## src/rtl/fifo_pkg.sv

```systemverilog
// Shared types, mode constants and width helpers for the programmable FIFO.
package fifo_pkg;

    localparam int FIFO_MODE_STD  = 0;
    localparam int FIFO_MODE_FWFT = 1;

    typedef struct packed {
        logic ovf;
        logic udf;
    } fifo_err_t;

    function automatic int fifo_addr_w(input int depth);
        return $clog2(depth);
    endfunction

    // One extra bit so a full FIFO (count == depth) is representable.
    function automatic int fifo_cnt_w(input int depth);
        return $clog2(depth) + 1;
    endfunction

    function automatic bit fifo_is_pow2(input int n);
        return (n > 0) && ((n & (n - 1)) == 0);
    endfunction

endpackage

```

## src/rtl/fifo_ram.sv

```systemverilog
// Storage array for the FIFO: one write port, one asynchronous read port, no reset.
module fifo_ram
    import fifo_pkg::*;
#(
    parameter int DATA_W = 8,
    parameter int DEPTH  = 16,
    parameter int ADDR_W = fifo_addr_w(DEPTH)
) (
    input  logic              clk,
    input  logic              we_i,
    input  logic [ADDR_W-1:0] waddr_i,
    input  logic [DATA_W-1:0] wdata_i,
    input  logic [ADDR_W-1:0] raddr_i,
    output logic [DATA_W-1:0] rdata_o
);

    logic [DATA_W-1:0] mem_q [DEPTH];

    always_ff @(posedge clk) begin
        if (we_i) begin
            mem_q[waddr_i] <= wdata_i;
        end
    end

    assign rdata_o = mem_q[raddr_i];

endmodule

```

## src/rtl/fifo_prog.sv

```systemverilog
// Single-clock FIFO with standard/FWFT read modes, programmable almost flags,
// exact occupancy count and sticky overflow/underflow flags.
module fifo_prog
    import fifo_pkg::*;
#(
    parameter int DATA_W     = 8,
    parameter int FIFO_DEPTH = 16,
    parameter int FWFT       = 0,
    parameter int AFULL_TH   = 12,
    parameter int AEMPTY_TH  = 4
) (
    input  logic                        clk,
    input  logic                        rst_n,
    input  logic                        fifo_init,
    input  logic                        fifo_wr_en,
    input  logic [DATA_W-1:0]           fifo_wr_data,
    input  logic                        fifo_rd_en,
    output logic [DATA_W-1:0]           fifo_rdata,
    output logic                        fifo_full,
    output logic                        fifo_empty,
    output logic                        fifo_afull,
    output logic                        fifo_aempty,
    output logic [$clog2(FIFO_DEPTH):0] fifo_count,
    output logic                        fifo_ovf,
    output logic                        fifo_udf
);

    localparam int ADDR_W = fifo_addr_w(FIFO_DEPTH);
    localparam int CNT_W  = fifo_cnt_w(FIFO_DEPTH);
    localparam logic [CNT_W-1:0] DEPTH_C  = CNT_W'(FIFO_DEPTH);
    localparam logic [CNT_W-1:0] AFULL_C  = CNT_W'(AFULL_TH);
    localparam logic [CNT_W-1:0] AEMPTY_C = CNT_W'(AEMPTY_TH);

    if (!fifo_is_pow2(FIFO_DEPTH) || FIFO_DEPTH < 4) begin : g_chk_depth
        $error("fifo_prog: FIFO_DEPTH must be a power of two and >= 4");
    end
    if (AFULL_TH < 1 || AFULL_TH > FIFO_DEPTH) begin : g_chk_afull
        $error("fifo_prog: AFULL_TH out of range 1..FIFO_DEPTH");
    end
    if (AEMPTY_TH < 0 || AEMPTY_TH > FIFO_DEPTH - 1) begin : g_chk_aempty
        $error("fifo_prog: AEMPTY_TH out of range 0..FIFO_DEPTH-1");
    end
    if (FWFT != FIFO_MODE_STD && FWFT != FIFO_MODE_FWFT) begin : g_chk_mode
        $error("fifo_prog: FWFT must be 0 or 1");
    end

    logic [CNT_W-1:0]  wr_ptr_q, wr_ptr_d, rd_ptr_q, rd_ptr_d, count_q, count_d;
    logic              full_q, full_d, empty_q, empty_d;
    logic              afull_q, afull_d, aempty_q, aempty_d;
    fifo_err_t         err_q, err_d;
    logic              wr_acc, rd_acc, flush;
    logic [DATA_W-1:0] ram_rdata;

    assign flush = !rst_n || fifo_init;

    // Accepts use the registered flags, so a full FIFO refuses a write even
    // when a read is accepted on the same edge.
    always_comb begin
        wr_acc    = fifo_wr_en && !full_q  && !flush;
        rd_acc    = fifo_rd_en && !empty_q && !flush;
        wr_ptr_d  = wr_ptr_q + CNT_W'(wr_acc);
        rd_ptr_d  = rd_ptr_q + CNT_W'(rd_acc);
        count_d   = wr_ptr_d - rd_ptr_d;
        full_d    = (count_d == DEPTH_C);
        empty_d   = (count_d == '0);
        afull_d   = (count_d >= AFULL_C);
        aempty_d  = (count_d <= AEMPTY_C);
        err_d.ovf = err_q.ovf | (fifo_wr_en & full_q);
        err_d.udf = err_q.udf | (fifo_rd_en & empty_q);
    end

    always_ff @(posedge clk) begin
        if (!rst_n || fifo_init) begin
            wr_ptr_q <= '0;
            rd_ptr_q <= '0;
            count_q  <= '0;
            full_q   <= 1'b0;
            empty_q  <= 1'b1;
            afull_q  <= 1'b0;
            aempty_q <= 1'b1;
            err_q    <= '0;
        end else begin
            wr_ptr_q <= wr_ptr_d;
            rd_ptr_q <= rd_ptr_d;
            count_q  <= count_d;
            full_q   <= full_d;
            empty_q  <= empty_d;
            afull_q  <= afull_d;
            aempty_q <= aempty_d;
            err_q    <= err_d;
        end
    end

    fifo_ram #(
        .DATA_W (DATA_W),
        .DEPTH  (FIFO_DEPTH),
        .ADDR_W (ADDR_W)
    ) u_ram (
        .clk     (clk),
        .we_i    (wr_acc),
        .waddr_i (wr_ptr_q[ADDR_W-1:0]),
        .wdata_i (fifo_wr_data),
        .raddr_i (rd_ptr_q[ADDR_W-1:0]),
        .rdata_o (ram_rdata)
    );

    if (FWFT == FIFO_MODE_STD) begin : g_std
        logic [DATA_W-1:0] rdata_q;

        always_ff @(posedge clk) begin
            if (!rst_n || fifo_init) begin
                rdata_q <= '0;
            end else if (rd_acc) begin
                rdata_q <= ram_rdata;
            end
        end

        assign fifo_rdata = rdata_q;
    end else begin : g_fwft
        assign fifo_rdata = empty_q ? '0 : ram_rdata;
    end

    assign fifo_full   = full_q;
    assign fifo_empty  = empty_q;
    assign fifo_afull  = afull_q;
    assign fifo_aempty = aempty_q;
    assign fifo_count  = count_q;
    assign fifo_ovf    = err_q.ovf;
    assign fifo_udf    = err_q.udf;

endmodule
```

## config.mk

```make
export PLATFORM = sky130hd
export DESIGN_NAME = fifo_prog
export DESIGN_NICKNAME = d
export VERILOG_FILES = /design/src/rtl/fifo_pkg.sv /design/src/rtl/fifo_ram.sv /design/src/rtl/fifo_prog.sv
export SDC_FILE = /design/constraint.sdc
export NUM_CORES = 1
export LEC_CHECK = 0
export CELL_PAD_IN_SITES_DETAIL_PLACEMENT = 1
export CELL_PAD_IN_SITES_GLOBAL_PLACEMENT = 1
export CORE_MARGIN = 2
export CORE_UTILIZATION = 40
export DETAILED_ROUTE_END_ITERATION = 12
export GPL_TIMING_DRIVEN = 0
export PLACE_DENSITY_LB_ADDON = 0.05
export SYNTH_ARGS = -nofsm -noshare
export SYNTH_HDL_FRONTEND = slang
export SYNTH_SLANG_ARGS = --single-unit
```

## constraint.sdc

```tcl
create_clock -name clk -period 10.65 [get_ports clk]
set_input_delay 2.13 -clock clk [delete_from_list [all_inputs] [get_ports clk]]
set_output_delay 2.13 -clock clk [all_outputs]
set_load 0.01 [all_outputs]
```

==> implementation parameters <==
Parameter                              Value

Route
  Detail Route met2 WL    5630 µm
  TritonRoute pass-1 iters    4
  Routed Antenna Nets    0
  Final wirelength    12500 µm
  Number of DRC violations after detailed-routing iteration 0    260
  Met1 wire length    6170 µm
  Metal3 WL    394 µm
  Uppermost routed layer    met4
  Via density    5.17
  WL/cell    21.6 µm
  Detailed-route via count    2986
  DRC violations left    0

Synth
  Synth Flop Type    edfxtp_1
  Avg Synthesized Cell Area    18.7 µm²
  Post-synthesis sequential area ratio    72.7%
  Cell variety after synth    31
  Area share of the largest cell type after synthesis    63.2%
  Top area cells in the synthesized netlist    edfxtp_1, mux4_2, dfxtp_1, nor2_1, xor2_1
  Cell area after synthesis    6080 µm²
  Most area-hungry cell type in the Yosys netlist    edfxtp_1
  Number of register bits inferred by synthesis    157
  Number of enable flip-flop cells after synthesis    128
  Net count after synthesis    345
  Async set-or-reset flop fraction in the synthesized netlist    0%
  Total of warnings raised by yosys    0
  Post-synthesis cell count    326

Timing
  Setup TNS after final layout    0 ns
  Total of endpoints with negative setup slack in the final report    0
  Worst hold slack after final layout    0.454 ns
  Relative slew slack    16.8%
  Final Max Tran Viols    0
  Achievable clock frequency    181 MHz
  Fin Clk Skew    0.00768 ns
  Worst setup margin    5.13 ns
  Unrepaired setup endpoints after global routing    no
  Count of endpoints failing hold in the final timing report    0
  Final worst-path cycle share    51.8%
  Final critical-path required period    5.52 ns
  Worst Tran Pin Value    1.24 ns

Die
  Die outline width    127 µm
  Initial Utilization    40.5%
  Number of top-level pins    32
  Die footprint    16200 µm²
  Area of the core    15000 µm²
  Die H    127 µm
  Cell row count    45

CTS
  Worst skew pair latency    0.42 ns
  Num CTS Buffers    17
  # H-tree levels    4
  Post-CTS setup buffers    0
  Cells resized by post-CTS repair    0
  Clock tree from TritonCTS    yes
  Sinks on the clock net    157
  CTS hold repair buffers    0
  Number of buffers between clock root and the deepest sink    2
  CTS root buf    clkbuf_16
  Clock-pin slew reported for the worst setup and hold paths after clock tree synthesis    0.06 ns

Placement
  Final RePlAce weighted congestion    0.703
  Placed cell count    546
  Worst slack at placement    4.67 ns
  HPWL after DPL    8730 µm
  Number of I/O port buffers    31

Finish
  Count of filler cells inserted in the layout    1415
  Commonest cells after routing, fill and taps aside    edfxtp_1, mux4_2, clkdlybuf4s50_1
  Share of cells above drive strength 1    22.3%
  Layout Area Growth over Synthesis    19.4%
  Net count of the finished layout    396
  Non-filler instance count after layout    578
  Commonest non-fill, non-tap cell in the layout    edfxtp_1
  N_diodes    0

Pwr
  Power Dens Cells    182 nW/µm²
  Worst vdd rail ir drop    0.000111 V
  Leakage power    2.29 nW

Outcome
  Outcome    finished, final reports clean

Setup path
  Register-to-register path setup slack    7.26 ns
  Arr. time, crit path    5.85 ns
  Launching element type of the critical path    primary input
  Data required time at the worst endpoint    10.98 ns
  Capturing element type of the critical path    flip-flop
  Maximum fanout encountered on the critical timing path    8
  Class of the most critical setup path    primary input to flip-flop

GRT
  First-pass GRT wire length    19800 µm
  Total congestion overflow after global routing    0
  Initial antenna violation count    0
  Via count of the first global-routing pass    3266
  Pin count of the biggest net entering global routing    17
  Total Routing Usage GR    17.1%

Worst hold path
  Kind of path behind the tightest hold check    flip-flop to flip-flop

Run
  Max-cap violations    0
layout make-up:
cell class | instances | area, µm² | area share [%]
Clock inverter | 15 | 196 | 2.70
Tap cell | 188 | 235 | 3.24
Timing Repair Buffer | 32 | 315 | 4.34
Sequential cell | 157 | 4420 | 60.9
Inverter | 3 | 11.3 | 0.155
Clock buffer | 17 | 425 | 5.86
Multi-Input combinational cell | 150 | 1580 | 21.7
Buffer | 16 | 77.6 | 1.07
synth_stat cells (2+ instances only):
| cell type | count |
|---|---|
| edfxtp_1 | 128 |
| mux4_2 | 40 |
| dfxtp_1 | 29 |
| nor2_1 | 26 |
| nand2_1 | 18 |
| a21oi_1 | 10 |
| xor2_1 | 9 |
| clkbuf_1 | 8 |
| ha_1 | 6 |
| buf_2 | 5 |
| nand2b_1 | 5 |
| nor3_1 | 5 |
| xnor2_1 | 5 |
| and2_1 | 4 |
| nand3_1 | 4 |
| inv_1 | 3 |
| nand3b_1 | 3 |
| maj3_1 | 2 |
| maj3_2 | 2 |
| nor2b_1 | 2 |
| o21ai_0 | 2 |
path summary, 6_finish.rpt:
path | cells after the start | end | startpoint
hold reg to reg | 2 | fifo_rdata[5]$_SDFFE_PP0P_ | fifo_rdata[5]$_SDFFE_PP0P_
hold / removal | 2 | fifo_rdata[5]$_SDFFE_PP0P_ | fifo_rdata[5]$_SDFFE_PP0P_
setup reg to reg | 10 | fifo_aempty$_SDFF_PP1_ | fifo_full$_SDFF_PP0_
setup / recovery | 13 | fifo_aempty$_SDFF_PP1_ | fifo_init
critical path: stages:
cell	delay [ns]
clkdlybuf4s50_1	0.41
nand2b_1	0.14
clkbuf_1	0.17
nor3b_1	0.69
ha_1	0.31
ha_1	0.30
xor2_1	0.19
ha_1	0.22
a21o_1	0.19
maj3_2	0.32
maj3_2	0.34
xor2_1	0.17
a221oi_2	0.27
kinds of logic (layout without fill, tap and decap cells):
kind of cell	Yosys count	count (layout)	synth area share, %
DFF	157	157	72.7
and+or+nand+nor	71	71	5.43
muxes	40	40	14.8
buffers and inverters	19	83	1.46
xor gates and xnor gates	15	15	2.28
AOI/OAI and AO/OA	14	14	1.36
adders and majority gates	10	10	1.93
power breakdown:
part / total, W / leakage [nW] / internal (W) / switching [W]
clock: 0.000634 / 0.307 / 0.000392 / 0.000242
combinational: 0.0000244 / 0.601 / 0.00000943 / 0.0000150
sequential: 0.000666 / 1.39 / 0.000665 / 0.000000925
state kept, by name, indices dropped and copies added, names as in the netlist:
name         flops
fifo_aempty      1
fifo_afull       1
fifo_count       5
fifo_empty       1
fifo_full        1
fifo_ovf         1
fifo_rdata       8
fifo_udf         1
rd_ptr_q         5
u_ram.mem_q    128
wr_ptr_q         5
stage by stage:
stage | total power (W) | area, µm² | utilization, %
after floorplan | 0.000687 | 6080 | -
after global placement | 0.000703 | 6630 | 44.1
after detailed placement | 0.000704 | 6640 | 44.2
after CTS | 0.00134 | 7260 | 48.3
after global routing | 0.00136 | 7270 | 48.3
final | 0.00132 | 7270 | 48.3
metal layers:
layer,global-route usage [%],vias to the layer above
met5,0,-
met4,7.37,0
met3,3.31,21
met2,25.1,52
met1,25.0,1538
li1,-,1375
No activity file was read; power rests on OpenSTA's default activity.
